==> config.mk <==
export PLATFORM = sky130hd
export DESIGN_NAME = pe2ddr_sched
export DESIGN_NICKNAME = d
export VERILOG_FILES = /design/src/rtl/pe2ddr_sched_pkg.sv /design/src/rtl/pe2ddr_chan_slot.sv /design/src/rtl/pe2ddr_sched.sv
export SDC_FILE = /design/constraint.sdc
export NUM_CORES = 1
export LEC_CHECK = 0
export BUFFER_PORTS_ARGS = -buffer_cell sky130_fd_sc_hd__buf_2
export CORE_ASPECT_RATIO = 1.1
export CORE_MARGIN = 4
export CORE_UTILIZATION = 40
export DETAILED_ROUTE_END_ITERATION = 10
export PLACE_DENSITY_LB_ADDON = 0.1
export RECOVER_POWER = 50
export REMOVE_ABC_BUFFERS = 1
export SYNTH_ARGS = -nofsm -noshare
export SYNTH_HDL_FRONTEND = slang
export SYNTH_SLANG_ARGS = --single-unit
export TNS_END_PERCENT = 1
==> constraint.sdc <==
create_clock -name clk -period 7.13 [get_ports clk]
set_clock_uncertainty 0.1 [all_clocks]
set_input_delay 1.426 -clock clk [delete_from_list [all_inputs] [get_ports clk]]
set_output_delay 1.426 -clock clk [all_outputs]
set_load 0.03 [all_outputs]
==> src/rtl/pe2ddr_sched_pkg.sv <==
// Shared widths, width helper and scheduler state encoding for the PE-to-DDR write-back path.
package pe2ddr_sched_pkg;

  localparam int DDR_ADDR_W = 30;
  localparam int BURST_W    = 8;

  // Bits needed to index n items (at least one bit).
  function automatic int bw(input int n);
    return (n <= 2) ? 1 : $clog2(n);
  endfunction

  typedef enum logic [1:0] {
    IDLE,
    RUN,
    FIN
  } pe2ddr_sched_state_t;

endpackage

==> src/rtl/pe2ddr_chan_slot.sv <==
// One DDR write channel: busy flag plus held transfer descriptor and PE-group select.
module pe2ddr_chan_slot
  import pe2ddr_sched_pkg::*;
#(
  parameter int GRP_W = 3
) (
  input  logic                  clk,
  input  logic                  rst,
  input  logic                  issue,
  input  logic [DDR_ADDR_W-1:0] addr,
  input  logic [BURST_W-1:0]    burst,
  input  logic [DDR_ADDR_W-1:0] step,
  input  logic [BURST_W-1:0]    burst_num,
  input  logic [GRP_W-1:0]      sel,
  input  logic                  done,
  output logic                  busy,
  output logic                  start,
  output logic [DDR_ADDR_W-1:0] st_addr,
  output logic [BURST_W-1:0]    ddr_burst,
  output logic [DDR_ADDR_W-1:0] ddr_step,
  output logic [BURST_W-1:0]    ddr_burst_num,
  output logic [GRP_W-1:0]      rd_sel
);

  logic                  busy_q;
  logic [DDR_ADDR_W-1:0] addr_q;
  logic [BURST_W-1:0]    burst_q;
  logic [DDR_ADDR_W-1:0] step_q;
  logic [BURST_W-1:0]    burst_num_q;
  logic [GRP_W-1:0]      sel_q;

  // NOTE: sequential state uses non-blocking assignments so every register samples pre-edge values.
  always_ff @(posedge clk) begin
    if (rst) begin
      busy_q      <= 1'b0;
      addr_q      <= '0;
      burst_q     <= '0;
      step_q      <= '0;
      burst_num_q <= '0;
      sel_q       <= '0;
    end else if (issue) begin
      busy_q      <= 1'b1;
      addr_q      <= addr;
      burst_q     <= burst;
      step_q      <= step;
      burst_num_q <= burst_num;
      sel_q       <= sel;
    end else if (done) begin
      busy_q <= 1'b0;
    end
  end

  // The descriptor is visible in the start cycle itself, then held until the next start.
  assign busy          = busy_q;
  assign start         = issue;
  assign st_addr       = issue ? addr      : addr_q;
  assign ddr_burst     = issue ? burst     : burst_q;
  assign ddr_step      = issue ? step      : step_q;
  assign ddr_burst_num = issue ? burst_num : burst_num_q;
  assign rd_sel        = issue ? sel       : sel_q;

endmodule

==> src/rtl/pe2ddr_sched.sv <==
// Splits one write-back command into per-PE-group DDR transfers alternating between ddr1 and ddr2.
module pe2ddr_sched
  import pe2ddr_sched_pkg::*;
#(
  parameter int PE_NUM = 32,
  parameter int GRP_W  = bw(PE_NUM / 4)
) (
  input  logic                  clk,
  input  logic                  rst,
  input  logic                  cmd_valid,
  output logic                  cmd_ready,
  input  logic [DDR_ADDR_W-1:0] cmd_base,
  input  logic [DDR_ADDR_W-1:0] cmd_grp_stride,
  input  logic [GRP_W:0]        cmd_grp_num,
  input  logic [BURST_W-1:0]    cmd_burst,
  input  logic [DDR_ADDR_W-1:0] cmd_step,
  input  logic [BURST_W-1:0]    cmd_burst_num,
  output logic                  busy,
  output logic                  all_done,
  output logic [GRP_W-1:0]      rd_sel1,
  output logic [GRP_W-1:0]      rd_sel2,
  output logic                  ddr1_start,
  input  logic                  ddr1_done,
  output logic [DDR_ADDR_W-1:0] ddr1_st_addr,
  output logic [BURST_W-1:0]    ddr1_burst,
  output logic [DDR_ADDR_W-1:0] ddr1_step,
  output logic [BURST_W-1:0]    ddr1_burst_num,
  output logic                  ddr2_start,
  input  logic                  ddr2_done,
  output logic [DDR_ADDR_W-1:0] ddr2_st_addr,
  output logic [BURST_W-1:0]    ddr2_burst,
  output logic [DDR_ADDR_W-1:0] ddr2_step,
  output logic [BURST_W-1:0]    ddr2_burst_num
);

  localparam int GRP_NUM = PE_NUM / 4;

  pe2ddr_sched_state_t   state_q, state_d;
  logic [GRP_W:0]        grp_num_q;
  logic [GRP_W:0]        g_q;
  logic [DDR_ADDR_W-1:0] addr_q;
  logic [DDR_ADDR_W-1:0] stride_q;
  logic [DDR_ADDR_W-1:0] step_q;
  logic [BURST_W-1:0]    burst_q;
  logic [BURST_W-1:0]    burst_num_q;
  logic                  busy1, busy2;
  logic                  issue_any, issue1, issue2;
  logic                  accept;

  assign accept = (state_q == IDLE) && cmd_valid;

  // Strict in-order issue: group g waits for its own channel even if the other is idle.
  assign issue_any = !rst && (state_q == RUN) && (g_q < grp_num_q) && !(g_q[0] ? busy2 : busy1);
  assign issue1    = issue_any && !g_q[0];
  assign issue2    = issue_any &&  g_q[0];

  always_ff @(posedge clk) begin
    if (rst) begin
      state_q     <= IDLE;
      grp_num_q   <= '0;
      g_q         <= '0;
      addr_q      <= '0;
      stride_q    <= '0;
      step_q      <= '0;
      burst_q     <= '0;
      burst_num_q <= '0;
    end else begin
      state_q <= state_d;
      if (accept) begin
        grp_num_q   <= (cmd_grp_num > (GRP_W+1)'(GRP_NUM)) ? (GRP_W+1)'(GRP_NUM) : cmd_grp_num;
        g_q         <= '0;
        addr_q      <= cmd_base;
        stride_q    <= cmd_grp_stride;
        step_q      <= cmd_step;
        burst_q     <= cmd_burst;
        burst_num_q <= cmd_burst_num;
      end else if (issue_any) begin
        // Running sum gives base + g*stride, wrapping naturally at the address width.
        g_q    <= g_q + 1'b1;
        addr_q <= addr_q + stride_q;
      end
    end
  end

  // NOTE: every always_comb output gets a default first so no path can infer a latch.
  always_comb begin
    state_d   = state_q;
    cmd_ready = 1'b0;
    all_done  = 1'b0;
    busy      = 1'b1;
    unique case (state_q)
      IDLE: begin
        cmd_ready = 1'b1;
        busy      = 1'b0;
        if (cmd_valid) state_d = RUN;
      end
      RUN: begin
        if ((g_q == grp_num_q) && !busy1 && !busy2) state_d = FIN;
      end
      FIN: begin
        all_done = 1'b1;
        state_d  = IDLE;
      end
      default: state_d = IDLE;
    endcase
  end

  pe2ddr_chan_slot #(.GRP_W(GRP_W)) u_slot1 (
    .clk           (clk),
    .rst           (rst),
    .issue         (issue1),
    .addr          (addr_q),
    .burst         (burst_q),
    .step          (step_q),
    .burst_num     (burst_num_q),
    .sel           (g_q[GRP_W-1:0]),
    .done          (ddr1_done),
    .busy          (busy1),
    .start         (ddr1_start),
    .st_addr       (ddr1_st_addr),
    .ddr_burst     (ddr1_burst),
    .ddr_step      (ddr1_step),
    .ddr_burst_num (ddr1_burst_num),
    .rd_sel        (rd_sel1)
  );

  pe2ddr_chan_slot #(.GRP_W(GRP_W)) u_slot2 (
    .clk           (clk),
    .rst           (rst),
    .issue         (issue2),
    .addr          (addr_q),
    .burst         (burst_q),
    .step          (step_q),
    .burst_num     (burst_num_q),
    .sel           (g_q[GRP_W-1:0]),
    .done          (ddr2_done),
    .busy          (busy2),
    .start         (ddr2_start),
    .st_addr       (ddr2_st_addr),
    .ddr_burst     (ddr2_burst),
    .ddr_step      (ddr2_step),
    .ddr_burst_num (ddr2_burst_num),
    .rd_sel        (rd_sel2)
  );

endmodule

### After elaboration in Yosys (flattened, before gate mapping)

Cells that the tools add are included.
W data, S select, Z words.

* add/sub/neg operators: 2
* reduce and logical (&&, ||, !) cells: 19
* equal/unequal tests: 5
* mux-type cells: 24
* $lt $le $gt $ge: 2

Operator list (count)
* $mux W30: 6
* $mux W8: 4
* $add A30 B30 Y30: 1
* $logic_and A1 B1 Y1: 8
* $mux W1: 8
* $mux W3: 2
* $reduce_bool A2 Y1: 3
* $logic_not A1 Y1: 5
* $add A4 B1 Y4 const B: 1
* $eq A4 B4 Y1: 1
* $gt A4 B4 Y1 const B: 1
* $lt A4 B4 Y1: 1
* $mux W2: 2
* $mux W4: 1
* $pmux W2 S2: 1
* $eq A2 B1 Y1 const B: 1
* $eq A2 B2 Y1 const B: 1
* $logic_not A2 Y1: 1
* $ne A2 B1 Y1 const B: 1
* $ne A2 B2 Y1 const B: 1
* $reduce_and A2 Y1: 1
* $reduce_or A2 Y1: 1

* flip-flop bits (word level): 276
* input port bits: 115
* output and inout port bits: 163
* logic and storage cells: 72

### Logic depth before layout (Yosys ltp)

Gate-level depths: netlist of run 1.

* depth after elaboration: 6
* gate-level depth with buffers: 12
* gate-level depth less buffers: 11

### Hierarchy

A second synthesis of run 1 with hierarchy kept.

* cells, all modules: 1316
* area total of the unflattened synthesis: 12983.7 um^2

By module, submodules not included
* pe2ddr_chan_slot: seq. area each 1601.5 um^2, area an instance 3432.0 um^2, cells an instance 259, instances 2
* pe2ddr_sched: seq. area each 2322.2 um^2, area an instance 6119.6 um^2, cells an instance 798, instances 1

### Worst setup path before layout of run 1

No wires, ideal clock.

* path kind: input to output
* start: input port rst
* end: output port ddr1_st_addr[22]
* required time: 5.604 ns
* stages: 7
* data arrival time: 2.948 ns
* slack: 2.656 ns
* cells stage by stage: nor2_1 nand4_2 a21oi_4 nand2_4 nor2_8 buf_6 mux2_1

* word-level cells in the longest chain between the ends: 6

RTL lines
* start: declaration: RTL line pe2ddr_sched.sv:9 `input logic rst,`
* $logic_not A1 Y1: RTL line pe2ddr_sched.sv:53 `assign issue_any = !rst && (state_q == RUN) && (g_q < grp_num_q) && !(g_q[0] ? busy2 : busy1);`
* $logic_and A1 B1 Y1 (3 in series): RTL line pe2ddr_sched.sv:53
* $logic_and A1 B1 Y1: RTL line pe2ddr_sched.sv:54 `assign issue1 = issue_any && !g_q[0];`
* via ddr1_start: RTL line pe2ddr_sched.sv:22 `output logic ddr1_start,`
* $mux W30: RTL line pe2ddr_chan_slot.sv:56 `assign st_addr = issue ? addr : addr_q;`
* end: declaration: RTL line pe2ddr_sched.sv:24 `output logic [DDR_ADDR_W-1:0] ddr1_st_addr,`

The timed path passes the listed nets, and every way through them passes these cells.

### Final worst setup path of run 1

* start: input port rst
* end: output port ddr1_step[4]

* word-level cells in the longest chain between the ends: 6

RTL lines
* $logic_not A1 Y1: RTL line pe2ddr_sched.sv:53
* $logic_and A1 B1 Y1 (3 in series): RTL line pe2ddr_sched.sv:53
* $logic_and A1 B1 Y1: RTL line pe2ddr_sched.sv:54
* $mux W30: RTL line pe2ddr_chan_slot.sv:58 `assign ddr_step = issue ? step : step_q;`
* end: declaration: RTL line pe2ddr_sched.sv:26 `output logic [DDR_ADDR_W-1:0] ddr1_step,`

Every way passes these cells.

==> run summary, run 1 <==
hold crit path type: reg -> reg
CP Class: in -> out
All-Layer GR Usage: 19.07%
initial antenna violation count: 4
Routability Congestion: 0.9063
Pwr Density: 261.6 mW/mm^2
GR Overflow Total: 0
initial core utilization: 40.42%
Mapped Area: 0.01230 mm^2
max_slew headroom: -126.7%
Seq cells post-synth: 276
crit path from: rst
CP Max Fanout: 60
slowest cell delay on critical path: 490 ps
WL per Instance: 17.07 um
layout cells sized above 1: 28.49%
most frequent cells in the layout: dfxtp_1, buf_2, nand2_1, and2_1, a21oi_1
WP depth: 10
Final Cycle Share: 84.14%
ordered list of cells on the worst path: clkbuf_1 > nor2_1 > nand4_1 > a21oi_4 > buf_4 > nand2_1 > nor2_8 > buf_12 > mux2_2 > buf_2
max-slew violations: 139
CTS tree: yes
Worst Setup End Kind: output port
Die Y: 191.9 um
Via Count: 9558
worst hold margin: 356.8 ps
drt first pass iters: 5
Routed WL: 33270 um
Horiz. Die Dim: 175.2 um
root buffer selected by CTS: clkbuf_16
nets@finish: 1662
worst reg2reg startpoint: state_q[1]
most common cell after layout, fill and taps aside: dfxtp_1
IO Count: 278
async set-or-reset flop fraction in the synthesized netlist: 0%
final hold violation count: 0
FP Rows: 67
achievable frequency: 166.7 MHz
Setup violations, final: 0
R2R depth: 6
CP arrival: 4470 ps
starting DRC count in detailed routing: 483
Post CTS Setup Buffer Count: 0
max_cap viols: 3
Post-Synthesis Cells: 1280
Core Area: 0.03043 mm^2
largest net degree at the start of global routing: 91
clock buffer count from CTS: 30
EDFF count, synth: 0
worst reg2reg path endpoint: addr_q[5]
WP data required: 5600 ps
Area Overhead vs Synth: 20.36%
synth top area cells: dfxtp_1, mux2_2, and2_1
Top delay family on crit path: simple AND/OR/NAND/NOR gates
synthesized area per cell: 9.609 um^2
post-CTS sizing: 0
area share of the largest cell type after synthesis: 44.92%
Port Buffer Count: 277
global-route wire length before repair: 52740 um
H-tree Lvls: 1
# DRC: 0
maximum vdd drop: 0.1813 mV
Buffers & Inverters on Critical Path: 4
slowest stage cell, crit path: nor2_8
via count of the first global-routing pass: 9500
startpoint types: primary input
Placed Cells: 1894
Fillers: 3037
fin cells: 1949
Reg clk slew, reported paths: 60 ps
vias per std cell: 4.904
worst skew pair latency: 550 ps
Cell variety after synth: 56
Final min period: 5999 ps
RSZ-0062 raised after global routing: false
failing checks: max-capacitance violations, max-slew violations
worst-margin pin slew: 3401 ps
Hold-fix buffers, CTS: 0
top_reg_cell synth: dfxtp_1
Die Area: 0.03362 mm^2
Routed Antenna Nets: 0
leak pwr: 6.883 nW
hpwl dp: 23170 um
Max Buffers Root-to-Sink: 3
R2R setup slack: 2050 ps
crit path capture: ddr1_step[4]
area leader, netlist: dfxtp_1
status: finished with violations
clk sink count: 276
yosys warns: 0
sequential element share of the synthesized area: 44.92%
==> where the power goes <==
part | internal [W] | switching, W | total [W]
combinational | 0.000229 | 0.000373 | 0.000602
clock | 0.000955 | 0.000631 | 0.00159
sequential | 0.00162 | 0.0000643 | 0.00169
total | 0.00280 | 0.00107 | 0.00387
==> how the worst min path moves through the flow <==
stage                 start            to  slack (ps)  cells past startpoint
4_1_cts        grp_num_q[3]  grp_num_q[3]         360                      2
5_1_grt         stride_q[7]   stride_q[7]         380                      2
6_report       grp_num_q[3]  grp_num_q[3]         360                      2
3_3_place_gp   grp_num_q[1]  grp_num_q[1]         340                      2
3_5_place_dp   grp_num_q[3]  grp_num_q[3]         350                      2
2_1_floorplan  grp_num_q[1]  grp_num_q[1]         330                      2
==> sequential cells by signal, indices dropped and copies added, names as in the netlist, 30 cells and up <==
name            flops
u_slot1.step_q     30
u_slot2.step_q     30
addr_q             30
u_slot1.addr_q     30
stride_q           30
u_slot2.addr_q     30
step_q             30
==> cells in the mapped netlist, drive strengths merged, types with 2 or more instances <==
| cell type | number |
|---|---|
| and2 | 161 |
| dfxtp | 276 |
| nor2 | 50 |
| nor2b | 4 |
| o21ai | 22 |
| o22ai | 5 |
| a21oi | 127 |
| a2111oi | 9 |
| a211oi | 6 |
| a221oi | 2 |
| clkbuf | 54 |
| a211o | 2 |
| buf | 33 |
| o21bai | 5 |
| mux2 | 156 |
| nand2 | 192 |
| o21a | 7 |
| nand4 | 10 |
| o211ai | 5 |
| a21o | 16 |
| nand3 | 7 |
| a31oi | 3 |
| o221ai | 3 |
| ha | 34 |
| mux2i | 4 |
| xor2 | 8 |
| xnor2 | 21 |
| and3 | 7 |
| nand3b | 4 |
| a22oi | 7 |
| a311oi | 5 |
| nor3 | 11 |
| inv | 14 |
| nand2b | 2 |
==> per-layer routing <==
| metal | up-vias | GRT usage (%) | share of wire (%) |
|---|---|---|---|
| met5 | - | 0 | 0.10 |
| met4 | 6 | 4.231 | 1.8 |
| met3 | 49 | 4.685 | 6.3 |
| met2 | 209 | 32.17 | 47 |
| met1 | 4471 | 24.86 | 44 |
| li1 | 4823 | - | - |
==> cells by family after synthesis <==
family | Yosys count | share of synthesized area, %
XOR/XNOR | 29 | 2.065
AND/OR/NAND/NOR | 451 | 18.16
adder cells (fa/ha/maj) | 35 | 3.622
AO/OA/AOI/OAI | 228 | 11.33
flip-flops | 276 | 44.92
multiplexers | 160 | 16.13
buffers and inverters | 101 | 3.764
==> through the flow <==
step / area [um^2] / setup WS [ps] / TNS [ps] / power, W / util (%)
4_1_cts: 14920 / 1354 / 0 / 0.003947 / 49.02
6_report: 14800 / 1131 / 0 / 0.003872 / 48.65
2_1_floorplan: 11890 / -3192 / -413380 / 0.002137 / -
3_5_place_dp: 13900 / 1375 / 0 / 0.002340 / 45.68
3_3_place_gp: 13900 / 1468 / 0 / 0.002335 / 45.68
5_1_grt: 14800 / 913.4 / 0 / 0.004068 / 48.65
==> worst register-to-register path: stages (launching register included) <==
cell and delay [ps]:
dfxtp_1 390, nor2_1 330, and2_0 2480, clkbuf_2 1140
nor2_1 150, a211oi_1 270, nor3_1 70
==> area by class of cell <==
class	count	area, um^2	share of cell area, %
clock buffer	38	820.8	5.545
multi-input combinational	903	6232	42.10
sequential	276	5525	37.33
inverter	14	55.05	0.3719
clock inverter	16	193.9	1.310
timing repair buffer	287	1455	9.830
tap	414	518.0	3.499
antenna	1	2.502	0.01690
(Power assumes the default switching activity.)
==> run 2: changes to the inputs <==
ABC_AREA = 1   (was unset)
clock period = 5.9 ns   (was 7.13 ns; I/O delays follow)
==> run summary, run 2 <==
largest net degree at the start of global routing: 94
initial antenna violation count: 1
Port Buffer Count: 277
# DRC: 0
clock buffer count from CTS: 31
RSZ-0062 raised after global routing: false
Post-Synthesis Cells: 1882
Seq cells post-synth: 276
vias per std cell: 4.764
WL per Instance: 15.19 um
Design Power: 0.004597 W
Top delay family on crit path: buffers and inverters
H-tree Lvls: 1
failing checks: max-capacitance violations, max-slew violations
sequential element share of the synthesized area: 42.24%
yosys warns: 0
Final min period: 4905 ps
Buffers & Inverters on Critical Path: 3
Horiz. Die Dim: 180.4 um
hold crit path type: reg -> reg
Hold-fix buffers, CTS: 0
IO Count: 278
All-Layer GR Usage: 21.05%
most common cell after layout, fill and taps aside: nand2_1
Placed Cells: 2510
starting DRC count in detailed routing: 573
synthesized area per cell: 6.951 um^2
Mapped Area: 0.01308 mm^2
GR Overflow Total: 0
clk sink count: 276
ordered list of cells on the worst path: buf_6 > clkbuf_2 > clkbuf_1 > nor2_1
CP Max Fanout: 69
CP arrival: 5100 ps
final hold violation count: 0
Max Buffers Root-to-Sink: 3
startpoint types: primary input
maximum vdd drop: 0.1991 mV
most frequent cells in the layout: nand2_1, nor2_1, dfxtp_1, buf_2, inv_1
FP Rows: 69
status: finished with violations
CTS tree: yes
achievable frequency: 203.9 MHz
max-slew violations: 283
via count of the first global-routing pass: 11957
Area Overhead vs Synth: 18.98%
WP data required: 6090 ps
Reg clk slew, reported paths: 60 ps
slowest stage cell, crit path: clkbuf_1
hpwl dp: 26920 um
Worst Setup End Kind: flop
max_slew headroom: -131.6%
Die Area: 0.03566 mm^2
initial core utilization: 40.51%
Post-synth top cells: nand2_1, nor2_1, dfxtp_1
Pwr Density: 295.4 mW/mm^2
top_reg_cell synth: dfxtp_1
Routability Congestion: 0.8744
leak pwr: 9.525 nW
Cell variety after synth: 35
root buffer selected by CTS: clkbuf_16
Routed Antenna Nets: 0
Post CTS Setup Buffer Count: 0
Setup violations, final: 0
most common cell in the netlist: nand2_1
post-CTS sizing: 0
CP Class: in -> reg
drt first pass iters: 5
slowest cell delay on critical path: 2440 ps
fin cells: 2560
Via Count: 12195
worst skew pair latency: 550 ps
ant diodes: 0
max_cap viols: 5
Final Cycle Share: 83.13%
synth top area cells: dfxtp_1, nand2_1, nor2_1
async set-or-reset flop fraction in the synthesized netlist: 0%
EDFF count, synth: 0
area share of the largest cell type after synthesis: 42.24%
nets@finish: 2267
Routed WL: 38890 um
Core Area: 0.03229 mm^2
worst-margin pin slew: 3474 ps
Die Y: 197.7 um
layout cells sized above 1: 23.62%
global-route wire length before repair: 62130 um
area leader, netlist: dfxtp_1
[run 2: cell count changes after synthesis, sizes merged, moves of 63 or more]
| cell | delta |
|---|---|
| a21oi | -63 |
| nand3 | +78 |
| o21ai | +194 |
| or2 | +153 |
| mux2 | -156 |
| nor2 | +264 |
| inv | +255 |
| and2 | -159 |
| nand2 | +143 |
[run 2: tightest hold or removal path: cells and delay by family (launching register included)]
| kind | cells | cell delay [ps] |
|---|---|---|
| buffers and inverters | 1 | 60 |
| flip-flops | 1 | 300 |
| AND/OR/NAND/NOR | 1 | 50 |
[run 2: area by class of cell]
class	count	area [um^2]
clock buffer	43	860.8
clock inverter	7	91.34
inverter	269	1013
timing repair buffer	294	1496
fill	3446	16720
multi-input combinational	1245	6043
tap	426	533.0
sequential	276	5525
[run 2: kinds of logic (layout without fill, tap and decap cells)]
kind of cell	count (synthesis)	count (layout)	synth area share (%)
and+or+nand+nor	902	902	29.99
buffers and inverters	361	613	11.39
AOI/OAI and AO/OA	292	292	11.91
DFF	276	276	42.24
adders and majority gates	35	35	3.405
xor gates and xnor gates	16	16	1.071
[run 2: per-stage QoR]
stage | utilization, % | hold slack (ps) | worst slack (ps) | cell area [um^2] | TNS (ps)
6_report | 48.20 | 350.5 | 995.0 | 15560 | 0
5_1_grt | 48.20 | 365.9 | 504.2 | 15560 | 0
4_1_cts | 48.41 | 351.2 | 1227 | 15630 | 0
3_5_place_dp | 45.46 | 341.7 | 1342 | 14680 | 0
3_3_place_gp | 45.46 | 332.2 | 1389 | 14680 | 0
2_1_floorplan | - | 321.2 | -72.76 | 12600 | -153.1
[run 2: final timing paths]
check	startpoint	end	slack [ps]	depth (start not counted)
worst max register to register	state_q[1]	stride_q[1]	1170	7
worst min register to register	u_slot1.sel_q[0]	u_slot1.sel_q[0]	350	2
worst min-delay path	u_slot1.sel_q[0]	u_slot1.sel_q[0]	350	2
worst max-delay path	rst	u_slot2.step_q[0]	1000	4
[run 2: where the power goes]
group          switching, W  internal (W)  total (W)
combinational      0.000479      0.000241   0.000720
sequential        0.0000765       0.00197    0.00204
clock              0.000744       0.00109    0.00183
total               0.00130       0.00330    0.00460
[run 2: metal layers]
metal / share of wire (%) / global-route usage, %
met4: 2.2 / 5.210
met5: 0.033 / 0
met3: 4.8 / 2.947
met1: 44 / 26.52
met2: 49 / 38.19
==> run 3: changes to the inputs <==
clock period = 4.1 ns   (was 5.9 ns; I/O delays follow)
==> run summary, run 3 (same netlist as run 2, synthesis figures left out) <==
Setup WS post-layout: 269.7 ps
CTS tree: yes
RSZ-0062 raised after global routing: false
layout cells sized above 1: 23.95%
pre-CTS WS: 649.2 ps
clk sink count: 276
Routed Antenna Nets: 0
placed cell areas: 0.01474 mm^2
Post CTS Setup Buffer Count: 0
Horiz. Die Dim: 180.4 um
GR Overflow Total: 0
Die Area: 0.03566 mm^2
CP arrival: 2910 ps
Port Buffer Count: 277
largest net degree at the start of global routing: 79
root buffer selected by CTS: clkbuf_16
ant diodes: 0
CP Max Fanout: 78
startpoint types: flop
max_slew headroom: 28.73%
# DRC: 0
worst skew pair latency: 560 ps
post-route cell area: 0.01570 mm^2
Final min period: 3830 ps
worst-margin pin slew: 1069 ps
via count of the first global-routing pass: 12071
Routed WL: 39620 um
Via Count: 12175
final hold violation count: 0
R2R depth: 6
Final Cycle Share: 93.42%
Worst Setup End Kind: output port
final core utilization: 48.64%
initial antenna violation count: 2
setup TNS: 0 ps
post-CTS sizing: 0
Setup violations, final: 0
initial core utilization: 40.51%
max_cap viols: 0
Die Y: 197.7 um
worst reg2reg path endpoint: state_q[0]
Core Area: 0.03229 mm^2
global-route wire length before repair: 63020 um
most common cell after layout, fill and taps aside: nand2_1
WP data required: 3180 ps
H-tree Lvls: 1
drt first pass iters: 5
Hold-fix buffers, CTS: 0
maximum vdd drop: 0.3060 mV
leak pwr: 9.602 nW
fin cells: 2568
status: completed
crit path from: grp_num_q[3]
All-Layer GR Usage: 21.36%
nets@finish: 2268
FP Rows: 69
most frequent cells in the layout: nand2_1, nor2_1, dfxtp_1, buf_2, inv_1
Max Buffers Root-to-Sink: 3
Placed Cells: 2512
hpwl dp: 26980 um
Area Overhead vs Synth: 20.05%
CP Class: reg -> out
IO Count: 278
max-slew violations: 0
crit path capture: ddr1_st_addr[15]
hold crit path type: reg -> reg
R2R setup slack: 420 ps
Fillers: 3429
clock buffer count from CTS: 30
starting DRC count in detailed routing: 571
Pwr Density: 430.0 mW/mm^2
Routability Congestion: 0.8970
Reg clk slew, reported paths: 60 ps
worst reg2reg startpoint: state_q[1]
vias per std cell: 4.741
achievable frequency: 261.1 MHz
WL per Instance: 15.43 um
[run 3: critical path: stages, from the launching register on]
cell	delay [ps]
dfxtp_1	310
inv_1	50
ha_1	300
nand2_1	60
nor3b_1	280
nand3_2	220
nor2_4	190
clkinv_2	90
buf_12	240
o21ai_0	330
inv_1	80
buf_2	190
[run 3: final cells by class]
cell class | instances | area, um^2 | share of cell area [%]
clock buffer | 40 | 848.3 | 5.402
inverter | 269 | 1013 | 6.454
sequential | 276 | 5525 | 35.18
timing repair buffer | 296 | 1577 | 10.04
multi-input combinational | 1245 | 6030 | 38.40
clock inverter | 16 | 177.7 | 1.131
tap | 426 | 533.0 | 3.394
[run 3: worst min path at each step]
stage / startpoint / endpoint / cells after the start / slack, ps
final: u_slot1.sel_q[0] / u_slot1.sel_q[0] / 2 / 340
after global routing: cmd_grp_stride[6] / stride_q[6] / 3 / 370
after CTS: u_slot1.sel_q[0] / u_slot1.sel_q[0] / 2 / 340
after detailed placement: u_slot1.sel_q[0] / u_slot1.sel_q[0] / 2 / 330
after global placement: u_slot1.sel_q[0] / u_slot1.sel_q[0] / 2 / 330
after floorplan: u_slot1.sel_q[0] / u_slot1.sel_q[0] / 2 / 320
[run 3: report_power, final]
group / leakage (nW) / total, W / switching [W] / internal, W
clock: 0.508 / 0.00279 / 0.00114 / 0.00164
sequential: 2.25 / 0.00293 / 0.000103 / 0.00283
combinational: 6.85 / 0.00103 / 0.000689 / 0.000344
[run 3: metrics by stage]
stage	total power (W)	hold WS (ps)
after floorplan	0.003664	321.2
after global placement	0.004047	329.0
after detailed placement	0.004057	333.4
after CTS	0.006852	343.8
after global routing	0.007086	369.8
final	0.006753	341.0
[run 3: routing by layer]
metal	vias up	track usage, %	part of all wire (%)
met5	-	0	0.033
met4	2	5.014	2.1
met3	55	3.665	4.9
met2	266	38.42	49
met1	5584	26.86	44
li1	6268	-	-
